`src/rtl/cache_fill_fsm_pkg.sv`:
```
// Shared definitions for the cache block fill controller: state encoding,
// block geometry and the fill/return counter limits.
package cache_fill_fsm_pkg;

    typedef enum logic {
        IDLE = 1'b0,
        FILL = 1'b1
    } fill_state_t;

    localparam int          BLOCK_WORDS       = 8;
    localparam logic [15:0] BLOCK_OFFSET_MASK = 16'hFFF0;

    // Counters run 0..BLOCK_WORDS and stop there, so they need one extra bit.
    localparam int                CNT_W    = 4;
    localparam logic [CNT_W-1:0]  CNT_MAX  = CNT_W'(BLOCK_WORDS);
    localparam logic [CNT_W-1:0]  CNT_LAST = CNT_W'(BLOCK_WORDS - 1);

    localparam int CNT_ISSUE    = 0;
    localparam int CNT_RECV     = 1;
    localparam int NUM_COUNTERS = 2;

    function automatic logic [BLOCK_WORDS-1:0] word_onehot(input logic [2:0] idx);
        word_onehot = BLOCK_WORDS'(1) << idx;
    endfunction

endpackage

```
`src/rtl/cache_fill_fsm_dff.sv`:
```
// Generic register cell with write enable and asynchronous active-low clear.
module dff #(
    parameter int WIDTH = 1
) (
    input  logic             clk,
    input  logic             rst,
    input  logic             wen,
    input  logic [WIDTH-1:0] d,
    output logic [WIDTH-1:0] q
);

    logic [WIDTH-1:0] q_reg;

    always_ff @(posedge clk or negedge rst) begin
        if (!rst) begin
            q_reg <= '0;
        end else if (wen) begin
            q_reg <= d;
        end
    end

    assign q = q_reg;

endmodule

```
`src/rtl/cache_fill_fsm_fill_counter.sv`:
```
// Saturating word counter used for both request issue and data return tracking.
module fill_counter
    import cache_fill_fsm_pkg::*;
(
    input  logic             clk,
    input  logic             rst,
    input  logic             clr,
    input  logic             en,
    output logic [CNT_W-1:0] count
);

    logic [CNT_W-1:0] count_reg;

    // Clear wins over enable so a new fill always starts from word 0.
    always_ff @(posedge clk or negedge rst) begin
        if (!rst) begin
            count_reg <= '0;
        end else if (clr) begin
            count_reg <= '0;
        end else if (en && (count_reg != CNT_MAX)) begin
            count_reg <= count_reg + 1'b1;
        end
    end

    assign count = count_reg;

endmodule

```
`src/rtl/cache_fill_fsm.sv`:
```
// Cache miss block fill: issues 8 word reads, writes each returning word into
// the data array and strobes the tag array with the final return.
module cache_fill_fsm #(
    parameter int MEM_LATENCY = 4,
    parameter int BLOCK_WORDS = 8
) (
    input  logic                   clk,
    input  logic                   rst,
    input  logic                   miss_detected,
    input  logic [15:0]            miss_address,
    input  logic [15:0]            memory_data,
    input  logic                   memory_data_valid,
    output logic                   fsm_busy,
    output logic                   mem_read,
    output logic [15:0]            memory_address,
    output logic [15:0]            fill_block_addr,
    output logic                   write_data_array,
    output logic [BLOCK_WORDS-1:0] data_word_en,
    output logic [15:0]            data_out,
    output logic                   write_tag_array
);

    import cache_fill_fsm_pkg::*;

    // The FSM counts returns rather than cycles, so latency only has to be
    // sane; a block size other than the data array's is a configuration error.
    if (MEM_LATENCY < 1 || BLOCK_WORDS != cache_fill_fsm_pkg::BLOCK_WORDS) begin : g_unsupported_config
    end

    logic                   state_reg;
    fill_state_t            state;
    fill_state_t            state_next;
    logic [15:0]            fill_block_addr_reg;
    logic [NUM_COUNTERS-1:0] cnt_en;
    logic [CNT_W-1:0]       cnt_val [NUM_COUNTERS];
    logic [CNT_W-1:0]       issue_cnt;
    logic [CNT_W-1:0]       recv_cnt;
    logic                   start_fill;
    logic                   issue_en;
    logic                   issue_done;
    logic                   recv_en;
    logic                   last_return;
    logic [2:0]             issue_idx;

    assign state = fill_state_t'(state_reg);

    assign start_fill  = (state == IDLE) && miss_detected;
    assign issue_done  = (issue_cnt == CNT_MAX);
    assign issue_en    = (state == FILL) && !issue_done;
    assign recv_en     = (state == FILL) && memory_data_valid;
    assign last_return = recv_en && (recv_cnt == CNT_LAST);

    // A miss seen while filling is not latched; the stalled pipeline repeats it.
    always_comb begin
        state_next = state;
        case (state)
            IDLE:    if (start_fill)  state_next = FILL;
            FILL:    if (last_return) state_next = IDLE;
            default: state_next = IDLE;
        endcase
    end

    dff #(.WIDTH(1)) u_state_reg (
        .clk (clk),
        .rst (rst),
        .wen (1'b1),
        .d   (state_next),
        .q   (state_reg)
    );

    dff #(.WIDTH(16)) u_block_addr_reg (
        .clk (clk),
        .rst (rst),
        .wen (start_fill),
        .d   (miss_address & BLOCK_OFFSET_MASK),
        .q   (fill_block_addr_reg)
    );

    assign cnt_en[CNT_ISSUE] = issue_en;
    assign cnt_en[CNT_RECV]  = recv_en;

    genvar gi;
    generate
        for (gi = 0; gi < NUM_COUNTERS; gi++) begin : g_counters
            fill_counter u_fill_counter (
                .clk   (clk),
                .rst   (rst),
                .clr   (start_fill),
                .en    (cnt_en[gi]),
                .count (cnt_val[gi])
            );
        end
    endgenerate

    assign issue_cnt = cnt_val[CNT_ISSUE];
    assign recv_cnt  = cnt_val[CNT_RECV];

    // Once all words are requested the address parks on the last word.
    assign issue_idx = issue_done ? 3'(BLOCK_WORDS - 1) : issue_cnt[2:0];

    assign fsm_busy         = (state == FILL);
    assign mem_read         = issue_en;
    assign memory_address   = fill_block_addr_reg + {12'b0, issue_idx, 1'b0};
    assign fill_block_addr  = fill_block_addr_reg;
    assign write_data_array = recv_en;
    assign data_word_en     = recv_en ? BLOCK_WORDS'(word_onehot(recv_cnt[2:0])) : '0;
    assign data_out         = recv_en ? memory_data : 16'h0000;
    assign write_tag_array  = last_return;

endmodule

```
`config.mk`:
```
export PLATFORM = sky130hd
export DESIGN_NAME = cache_fill_fsm
export DESIGN_NICKNAME = d
export VERILOG_FILES = /design/src/rtl/cache_fill_fsm_pkg.sv /design/src/rtl/cache_fill_fsm_dff.sv /design/src/rtl/cache_fill_fsm_fill_counter.sv /design/src/rtl/cache_fill_fsm.sv
export SDC_FILE = /design/constraint.sdc
export NUM_CORES = 1
export LEC_CHECK = 0
export ABC_AREA = 0
export ABC_CLOCK_PERIOD_IN_PS = 1500
export CAP_MARGIN = 15
export CORE_MARGIN = 3
export CORE_UTILIZATION = 35
export CTS_BUF_LIST = sky130_fd_sc_hd__clkbuf_16
export CTS_CLUSTER_DIAMETER = 60
export DETAILED_ROUTE_END_ITERATION = 7
export PLACE_DENSITY = 0.89
export SLEW_MARGIN = 30
export SYNTH_ARGS = -nofsm -noshare
export SYNTH_HDL_FRONTEND = slang
export SYNTH_SLANG_ARGS = --single-unit
```
`constraint.sdc`:
```
create_clock -name clk -period 1.5 [get_ports clk]
set_input_delay 0.3 -clock clk [delete_from_list [all_inputs] [get_ports clk]]
set_output_delay 0.3 -clock clk [all_outputs]
set_load 0.05 [all_outputs]
```
==> impl_metrics.yaml, run 1 <==
synthesis:
  avgSynthCellArea_um2: 8.69
  yosys_register_bits: 21
  synth_edf_count: 0
  async_flop_share_pct: 100
  syn-cell-area_mm2: 0.00136
  ys_warn_count: 0
  ys.flop_type: "dfrtp_1"
  ys_seq_area_share_pct: 38.8
  synthCells: 156
  synth.distinct_cells: 31
clock_tree:
  cts_sinks: 21
  holdBufCountCts: 0
  cts_buffers: 3
  cts_root_buffer: "clkbuf_16"
  cts_max_level: 1
  postCtsSetupRepairBufs: 12
  ctsResizeCount: 31
  clock_path_buffers: 2
floorplanning:
  rows: 21
  die_x_um: 68.2
  initial_core_util_pct: 38.5
  boundaryPins: 96
  chipHeight_um: 68.2
placement:
  place_congestion: 0.770
  hpwl_um: 4130
  io_buffers: 86
outcome:
  status: "stopped before the end"
  error_line: "[ERROR DPL-0033] detailed placement checks failed during check placement."
  stop_stage: "4_1_cts"
[kinds of logic after synthesis]
logic type               after synthesis  share of synthesized area (%)
AND/OR/NAND/NOR                       83                           31.3
flip-flops                            21                           38.8
AO/OA/AOI/OAI                          8                           4.52
multiplexers                           4                           3.32
buffers and inverters                 31                           14.4
other                                  1                          0.277
adder cells (fa/ha/maj)                8                           7.39
[synthesized netlist by cell type, types with 2 or more instances]
| master | number | share of area, % |
|---|---|---|
| nand2_1 | 44 | 12 |
| dfrtp_1 | 21 | 39 |
| buf_4 | 19 | 11 |
| and3_1 | 18 | 8.3 |
| ha_1 | 8 | 7.4 |
| and3_2 | 6 | 3.3 |
| inv_1 | 6 | 1.7 |
| nand3_1 | 4 | 1.5 |
| clkbuf_1 | 3 | 0.83 |
| mux2i_1 | 3 | 2.2 |
| nor2_1 | 3 | 0.83 |
| buf_2 | 2 | 0.74 |
[metrics by stage]
step                cell area, um2  TNS (ns)  cells  setup slack (ns)  hold WS (ns)
floorplan                     1500         0    160          0.000856       0.00441
detailed placement            2930     -6.31    285            -0.290         0.561
global placement              2930     -4.61    285            -0.214         0.554
==> run 2: changes to the inputs <==
--- a/config.mk
+++ b/config.mk
@@ -9,11 +9,9 @@
 export ABC_CLOCK_PERIOD_IN_PS = 1500
 export CAP_MARGIN = 15
 export CORE_MARGIN = 3
-export CORE_UTILIZATION = 35
-export CTS_BUF_LIST = sky130_fd_sc_hd__clkbuf_16
-export CTS_CLUSTER_DIAMETER = 60
+export CORE_UTILIZATION = 30
 export DETAILED_ROUTE_END_ITERATION = 7
-export PLACE_DENSITY = 0.89
+export PLACE_DENSITY_LB_ADDON = 0.15
 export SLEW_MARGIN = 30
 export SYNTH_ARGS = -nofsm -noshare
 export SYNTH_HDL_FRONTEND = slang
==> impl_metrics.yaml, run 2 <==
route:
  vias: 1376
  ant_nets: 0
  drtIter0Drc: 35
  viasPerCell: 4.50
  firstDrtPassIters: 4
  wl_um: 4370
  drc_errors: 0
  wl_per_cell_um: 14.3
sta:
  slew_viol_final: 0
  setup_tns_ns: -1.16
  finalSetupViolCount: 12
  finalWorstSetupSlack_ns: -0.146
  fin_crit_sh_pct: 110
  hold_ws_ns: 0.380
  period_minus_slack_ns: 1.65
  max_freq_ghz: 0.607
  rsz0062_at_grt: "true"
  fin_skew_ns: 0.00173
  final-hold-violation-count: 0
synthesis:
  ys.flop_type: "dfrtp_1"
  synth_area_leaders: "dfrtp_1, nand2_1, buf_4, and3_1, ha_1"
  syn-cell-area_mm2: 0.00136
  synthCells: 156
  ys_seq_area_share_pct: 38.8
  yosys-top-cells-count: "nand2_1, dfrtp_1, buf_4"
  synth.top_cell.area_share_pct: 38.8
  ys_warn_count: 0
  synth.distinct_cells: 31
  yosysMostFrequentCell: "nand2_1"
  synth_top_area_cell: "dfrtp_1"
  synth_edf_count: 0
  avgSynthCellArea_um2: 8.69
  async_flop_share_pct: 100
  yosys_register_bits: 21
floorplanning:
  core_mm2: 0.00417
  initial_core_util_pct: 32.5
  dieArea_mm2: 0.00536
  rows: 23
  die_x_um: 73.2
  boundaryPins: 96
  chipHeight_um: 73.2
worst_setup_path:
  worstSetupEndpoint: "data_word_en[7]"
  r2r-end: "g_counters[1].u_fill_counter.count[1]"
  cp-end-kind: "output port"
  cp_data_arrival_time_ns: 1.35
  crit_path_start: "g_counters[1].u_fill_counter.count[1]"
  reg2reg_depth: 5
  reg2reg_setup_slack_ns: 0.11
  rr_startpoint: "g_counters[1].u_fill_counter.count[0]"
  path_class: "reg2out"
  crit_required_ns: 1.20
  critPathLaunchType: "register"
  critPathMaxFanout: 4
power:
  pwr-share-seq_pct: 18.3
  ir_drop_v: 0.00164
  switchingPower_mw: 3.35
  p_per_area_mw_per_mm2: 2200
  p_leak_nw: 1.49
  p_sw_share_pct: 47.4
  p_int_mw: 3.72
  p_clk_share_pct: 5.2
  comb_power_share_pct: 76.5
min_path:
  min-delay-path-class: "in2async"
clock_tree:
  cts_sinks: 21
  cts_root_buffer: "clkbuf_8"
  cts_tree: "built"
  clock_latency_ns: 0.25
  cts_buffers: 3
  clkTransAtPathRegs_ns: 0.08
  clock_path_buffers: 2
  cts_max_level: 1
finish:
  largest_register_ffs: 12
  syn_to_final_growth_pct: 137
  utilization_pct: 76.9
  antennaDiodeCount: 0
  most-common-layout-cells: "buf_12, nand2_1, clkdlybuf4s50_1"
  fin_nets: 301
  post_route_cells_drive_above_1_share_pct: 53.5
  final_common_cell: "buf_12"
outcome:
  violations: "negative setup slack"
  status: "finished, violations left"
global_route:
  met1_usage_pct: 20.6
  grt_pass1_vias: 1436
  grt_usage_pct: 16.8
  grt_use_met2_pct: 31.1
  grt_first_pass_wirelength_um: 7180
  grt_max_degree: 22
  antenna_found_initial: 0
  met3_usage_pct: 3.72
  overflow: 0
  busiest_layer: "met2"
flow_run:
  cap_violations: 0
placement:
  hpwl_um: 3350
  place_congestion: 0.740
  pre_cts_ws_ns: -0.217
  io_buffers: 86
## run 2: cell counts after synthesis
No cell type changed its count.
## run 2: routing by layer
layer,wire length [um],part of all wire (%),vias up
met5,0,0,-
met4,0,0,0
met3,266,6.1,0
met2,2410,55,36
met1,1700,39,649
li1,-,-,691
## run 2: final cells by class
cell class | instances | area [um2]
Inverter | 7 | 33.8
Multi-Input combinational cell | 108 | 878
Tap cell | 50 | 62.6
Sequential cell | 21 | 529
Clock buffer | 4 | 45.0
Timing Repair Buffer | 116 | 1660
Fill cell | 263 | 962
## run 2: cell families after synthesis
logic type | count (synthesis) | share of synthesized area, %
compound gates | 8 | 4.52
buf+inv | 31 | 14.4
flops | 21 | 38.8
mux | 4 | 3.32
fa+ha+maj | 8 | 7.39
simple gates | 83 | 31.3
other cells | 1 | 0.277
## run 2: critical path, cell delays in order, from the launching register on
cell	delay, ns
dfrtp_2	0.46
ha_4	0.20
ha_4	0.15
and3_4	0.14
buf_12	0.14
## run 2: how the worst min path moves through the flow
stage,end,slack (ns),cells after the start
2_1_floorplan,g_counters[0].u_fill_counter.count[0],0.004,0
5_1_grt,u_block_addr_reg.q[6],0.40,2
4_1_cts,u_block_addr_reg.q[6],0.39,2
6_report,u_block_addr_reg.q[6],0.38,2
3_3_place_gp,g_counters[1].u_fill_counter.count[0],0.53,1
3_5_place_dp,g_counters[1].u_fill_counter.count[0],0.54,1
## run 2: power groups by stage
| stage | clock network (mW) | logic (mW) | registers (mW) |
|---|---|---|---|
| 5_1_grt | 0.406 | 5.70 | 1.34 |
| 4_1_cts | 0.376 | 5.28 | 1.29 |
| 3_5_place_dp | 0 | 4.96 | 1.26 |
| 2_1_floorplan | 0 | 2.23 | 1.61 |
| 3_3_place_gp | 0 | 4.90 | 1.25 |
| 6_report | 0.371 | 5.41 | 1.29 |
## run 2: stage by stage
step,cells,power [mW],area (um2)
global placement,290,6.15,2940
finish,306,7.07,3210
detailed placement,290,6.23,2940
floorplan,160,3.84,1500
global route,306,7.44,3210
CTS,303,6.95,3150
## run 2: what timing repair did
item,4_1_cts,5_1_grt
endpoints found under the setup margin,31,31
pin swaps,8,5
hold endpoints to repair,0,0
resized for setup,28,7
hold buffers,0,0
buffers inserted,9,3
Power figures use the tool's default switching activity.
==> run 3: changes to the inputs <==
--- a/config.mk
+++ b/config.mk
@@ -9,7 +9,7 @@
 export ABC_CLOCK_PERIOD_IN_PS = 1500
 export CAP_MARGIN = 15
 export CORE_MARGIN = 3
-export CORE_UTILIZATION = 30
+export CORE_UTILIZATION = 35
 export DETAILED_ROUTE_END_ITERATION = 7
 export PLACE_DENSITY_LB_ADDON = 0.15
 export SLEW_MARGIN = 30
==> impl_metrics.yaml, run 3 (synthesized netlist as in run 2, its figures left out) <==
floorplanning:
  boundaryPins: 96
  chipHeight_um: 68.2
  initial_core_util_pct: 38.5
  die_x_um: 68.2
  rows: 21
  dieArea_mm2: 0.00465
  core_mm2: 0.00352
worst_setup_path:
  worstPathBufferInverterCount: 1
  crit_required_ns: 1.20
  critPathLaunchType: "register"
  crit_path_top_delay_cell: "dfrtp_2"
  critPathMaxFanout: 4
  slowest_delay_ns: 0.46
  cp-end-kind: "output port"
  path_delay_family: "flip-flops"
  crit_path_frequent_cell: "ha_4"
  cp_data_arrival_time_ns: 1.37
  cp_cell_sequence: "ha_4, ha_4, and3_4, buf_12"
  cp.depth: 4
  path_class: "reg2out"
  reg2reg_depth: 5
clock_tree:
  cts_buffers: 3
  cts_tree: "built"
  clock_latency_ns: 0.26
  cts_max_level: 1
  clock_path_buffers: 2
  cts_sinks: 21
  cts_root_buffer: "clkbuf_8"
  clkTransAtPathRegs_ns: 0.07
global_route:
  grt_pass1_vias: 1609
  grt_usage_pct: 23.4
  grt_max_degree: 22
  grt_first_pass_wirelength_um: 8000
  antenna_found_initial: 0
  overflow: 0
power:
  power_mw: 7.03
  p_leak_nw: 1.47
  p_per_area_mw_per_mm2: 2220
  ir_drop_v: 0.00177
route:
  wl_um: 5310
  wl_per_cell_um: 17.7
  firstDrtPassIters: 4
  drc_errors: 0
  ant_nets: 0
  drtIter0Drc: 65
  vias: 1421
  viasPerCell: 4.75
flow_run:
  cap_violations: 0
sta:
  finalSetupViolCount: 20
  finalWorstSetupSlack_ns: -0.167
  rsz0062_at_grt: "true"
  slew_viol_final: 0
  final-hold-violation-count: 0
  period_minus_slack_ns: 1.67
  max_freq_ghz: 0.600
  fin_skew_ns: 0.00496
  fin_crit_sh_pct: 111
finish:
  antennaDiodeCount: 0
  fin_nets: 298
  nFillCells: 141
  syn_to_final_growth_pct: 133
  postLayoutCellArea_mm2: 0.00316
  post_route_cells_drive_above_1_share_pct: 52.6
  most-common-layout-cells: "buf_12, nand2_1, clkdlybuf4s50_1"
  largest_register_ffs: 12
  final_common_cell: "buf_12"
min_path:
  min-delay-path-class: "in2async"
placement:
  hpwl_um: 3970
  pre_cts_ws_ns: -0.303
  io_buffers: 86
  place_area_mm2: 0.00293
  place_congestion: 0.742
outcome:
  status: "finished, violations left"
  violations: "negative setup slack"
==> run 3: what timing repair did <==
action	in CTS	in global routing
pin swaps	18	0
hold buffers	0	0
setup buffers	7	4
resized for setup	30	2
setup endpoints to repair	31	31
gates cloned	1	0
==> run 3: metal layers <==
metal / global-route usage, % / vias to the layer above / part of all wire (%)
li1: - / 684 / -
met1: 23.5 / 693 / 34
met2: 48.5 / 34 / 61
met3: 3.28 / 10 / 2.7
met4: 6.45 / 0 / 2.2
met5: 0 / - / 0
==> run 3: path summary, 6_finish.rpt <==
check / start / end / slack, ns
setup reg to reg: g_counters[1].u_fill_counter.count[1] / g_counters[1].u_fill_counter.count[1] / 0.10
hold reg to reg: g_counters[1].u_fill_counter.count[3] / g_counters[1].u_fill_counter.count[3] / 0.59
hold / removal: rst / g_counters[0].u_fill_counter.count[1] / 0.38
min in group clk: miss_address[9] / u_block_addr_reg.q[9] / 0.57
setup / recovery: g_counters[1].u_fill_counter.count[0] / data_word_en[7] / -0.17
max in group asynchronous: rst / g_counters[1].u_fill_counter.count[1] / 0.88
==> run 3: final cells by class <==
class / instances / area, um2 / share of cell area (%)
inverter: 7 / 33.8 / 1.07
tap: 46 / 57.6 / 1.82
multi-input combinational: 108 / 856 / 27.1
clock buffer: 4 / 45.0 / 1.42
sequential: 21 / 529 / 16.7
timing repair buffer: 113 / 1640 / 51.9
==> run 3: metrics by stage <==
step | TNS, ns | hold WS (ns) | util (%) | std cells
floorplan | 0 | 0.00441 | - | 160
global placement | -6.89 | 0.553 | 83.1 | 285
detailed placement | -7.77 | 0.562 | 83.1 | 285
CTS | -2.14 | 0.390 | 89.7 | 297
global route | -2.73 | 0.404 | 89.8 | 299
finish | -1.64 | 0.382 | 89.8 | 299
==> run 3: where the power goes <==
group | internal [mW] | switching [mW]
clock network | 0.189 | 0.175
logic | 2.60 | 2.77
registers | 0.838 | 0.464
total | 3.62 | 3.41
==> run 4: changes to the inputs <==
--- a/config.mk
+++ b/config.mk
@@ -9,7 +9,7 @@
 export ABC_CLOCK_PERIOD_IN_PS = 1500
 export CAP_MARGIN = 15
 export CORE_MARGIN = 3
-export CORE_UTILIZATION = 35
+export CORE_UTILIZATION = 34
 export DETAILED_ROUTE_END_ITERATION = 7
 export PLACE_DENSITY_LB_ADDON = 0.15
 export SLEW_MARGIN = 30
==> impl_metrics.yaml, run 4 (synthesized netlist as in run 2, its figures left out) <==
power:
  p_clk_share_pct: 5.3
  p_per_area_mw_per_mm2: 2220
  p_leak_nw: 1.49
  comb_power_share_pct: 76.5
  power_mw: 7.04
  ir_drop_v: 0.00152
  pwr-share-seq_pct: 18.3
  p_sw_share_pct: 47.8
  p_int_mw: 3.67
  switchingPower_mw: 3.36
worst_setup_path:
  path_class: "reg2out"
  critPathMaxFanout: 4
  cp_cell_sequence: "ha_4, ha_2, and3_4, buf_12"
  crit_path_top_delay_cell: "dfrtp_2"
  slowest_delay_ns: 0.45
  cp-end-kind: "output port"
  crit_required_ns: 1.20
  cp_data_arrival_time_ns: 1.36
  critPathLaunchType: "register"
global_route:
  grt_first_pass_wirelength_um: 7910
  overflow: 0
  antenna_found_initial: 0
  grt_max_degree: 22
  grt_usage_pct: 20.5
  grt_pass1_vias: 1561
outcome:
  status: "finished, violations left"
  violations: "negative setup slack"
finish:
  largest_register_ffs: 12
  post_route_cells_drive_above_1_share_pct: 53.5
  antennaDiodeCount: 0
  syn_to_final_growth_pct: 134
  final_common_cell: "buf_12"
  fin_nets: 301
  most-common-layout-cells: "buf_12, nand2_1, clkdlybuf4s50_1"
  utilization_pct: 84.8
  nFillCells: 189
  postLayoutCellArea_mm2: 0.00317
floorplanning:
  rows: 22
  initial_core_util_pct: 36.2
  boundaryPins: 96
  chipHeight_um: 69.1
  dieArea_mm2: 0.00478
  core_mm2: 0.00374
  die_x_um: 69.1
placement:
  place_area_mm2: 0.00294
  hpwl_um: 3670
  place_congestion: 0.797
  pre_cts_ws_ns: -0.235
  io_buffers: 86
sta:
  period_minus_slack_ns: 1.66
  hold_ws_ns: 0.385
  slew_viol_final: 0
  fin_skew_ns: 0.00186
  finalWorstSetupSlack_ns: -0.163
  rsz0062_at_grt: "true"
  fin_crit_sh_pct: 111
  final-hold-violation-count: 0
  finalSetupViolCount: 26
  max_freq_ghz: 0.601
clock_tree:
  cts_sinks: 21
  holdBufCountCts: 0
  cts_buffers: 3
  clock_path_buffers: 2
  cts_tree: "built"
  clock_latency_ns: 0.26
  clkTransAtPathRegs_ns: 0.07
  cts_root_buffer: "clkbuf_8"
  cts_max_level: 1
route:
  viasPerCell: 4.74
  wl_per_cell_um: 16.1
  ant_nets: 0
  firstDrtPassIters: 4
  drc_errors: 0
  drtIter0Drc: 45
  vias: 1442
  wl_um: 4890
min_path:
  min-delay-path-class: "in2async"
flow_run:
  cap_violations: 0
[run 4: path summary, 6_finish.rpt]
check                                                 startpoint                                     to  slack (ns)  cells after the start
min                                                          rst                 u_block_addr_reg.q[11]        0.39                      2
max in group asynchronous                                    rst                          u_state_reg.q        0.88                      2
max reg2reg                g_counters[0].u_fill_counter.count[1]  g_counters[0].u_fill_counter.count[2]        0.11                      6
max                        g_counters[1].u_fill_counter.count[0]                        data_word_en[3]       -0.16                      4
min reg2reg                g_counters[1].u_fill_counter.count[3]  g_counters[1].u_fill_counter.count[3]        0.57                      1
min in group clk                                 miss_address[9]                  u_block_addr_reg.q[9]        0.57                      3
[run 4: critical path: cells and delay by family (launching register included)]
| family | cells | cell delay (ns) |
|---|---|---|
| buffers and inverters | 1 | 0.14 |
| adder cells (fa/ha/maj) | 2 | 0.34 |
| flip-flops | 1 | 0.45 |
| AND/OR/NAND/NOR | 1 | 0.16 |
[run 4: power groups by stage]
stage,Clock (mW),Sequential (mW),Combinational [mW]
after floorplan,0,1.61,2.23
after global placement,0,1.24,4.84
after detailed placement,0,1.26,4.96
after CTS,0.377,1.25,5.20
after global routing,0.403,1.33,5.62
final,0.371,1.28,5.38
[run 4: metal layers]
metal / vias to the layer above / part of all wire (%) / wire length [um] / GRT usage (%)
met5: - / 0 / 0 / 0
met4: 0 / 1.2 / 61 / 4.77
met3: 7 / 5.0 / 243 / 4.52
met2: 45 / 57 / 2790 / 39.1
met1: 700 / 37 / 1800 / 22.7
li1: 690 / - / - / -
[run 4: layout make-up]
cell class              count  area [um2]  area share [%]
repair buffers            116        1670            52.7
multi-input cells         108         833            26.3
flip-flops and latches     21         529            16.7
well taps                  48        60.1            1.89
clock buffers               4        45.0            1.42
inverters                   7        33.8            1.06
[run 4: stage by stage]
step	instances	TNS (ns)
after floorplan	160	0
after global placement	288	-5.22
after detailed placement	288	-5.73
after CTS	299	-1.25
after global routing	304	-2.76
final	304	-1.53
[run 4: what timing repair did]
| item | CTS | global route |
|---|---|---|
| pin swaps | 8 | 11 |
| buffers inserted | 7 | 4 |
| resized for setup | 17 | 11 |
| cloned | 0 | 1 |
| endpoints found under the setup margin | 30 | 30 |
| endpoints found under the hold margin | 0 | 0 |
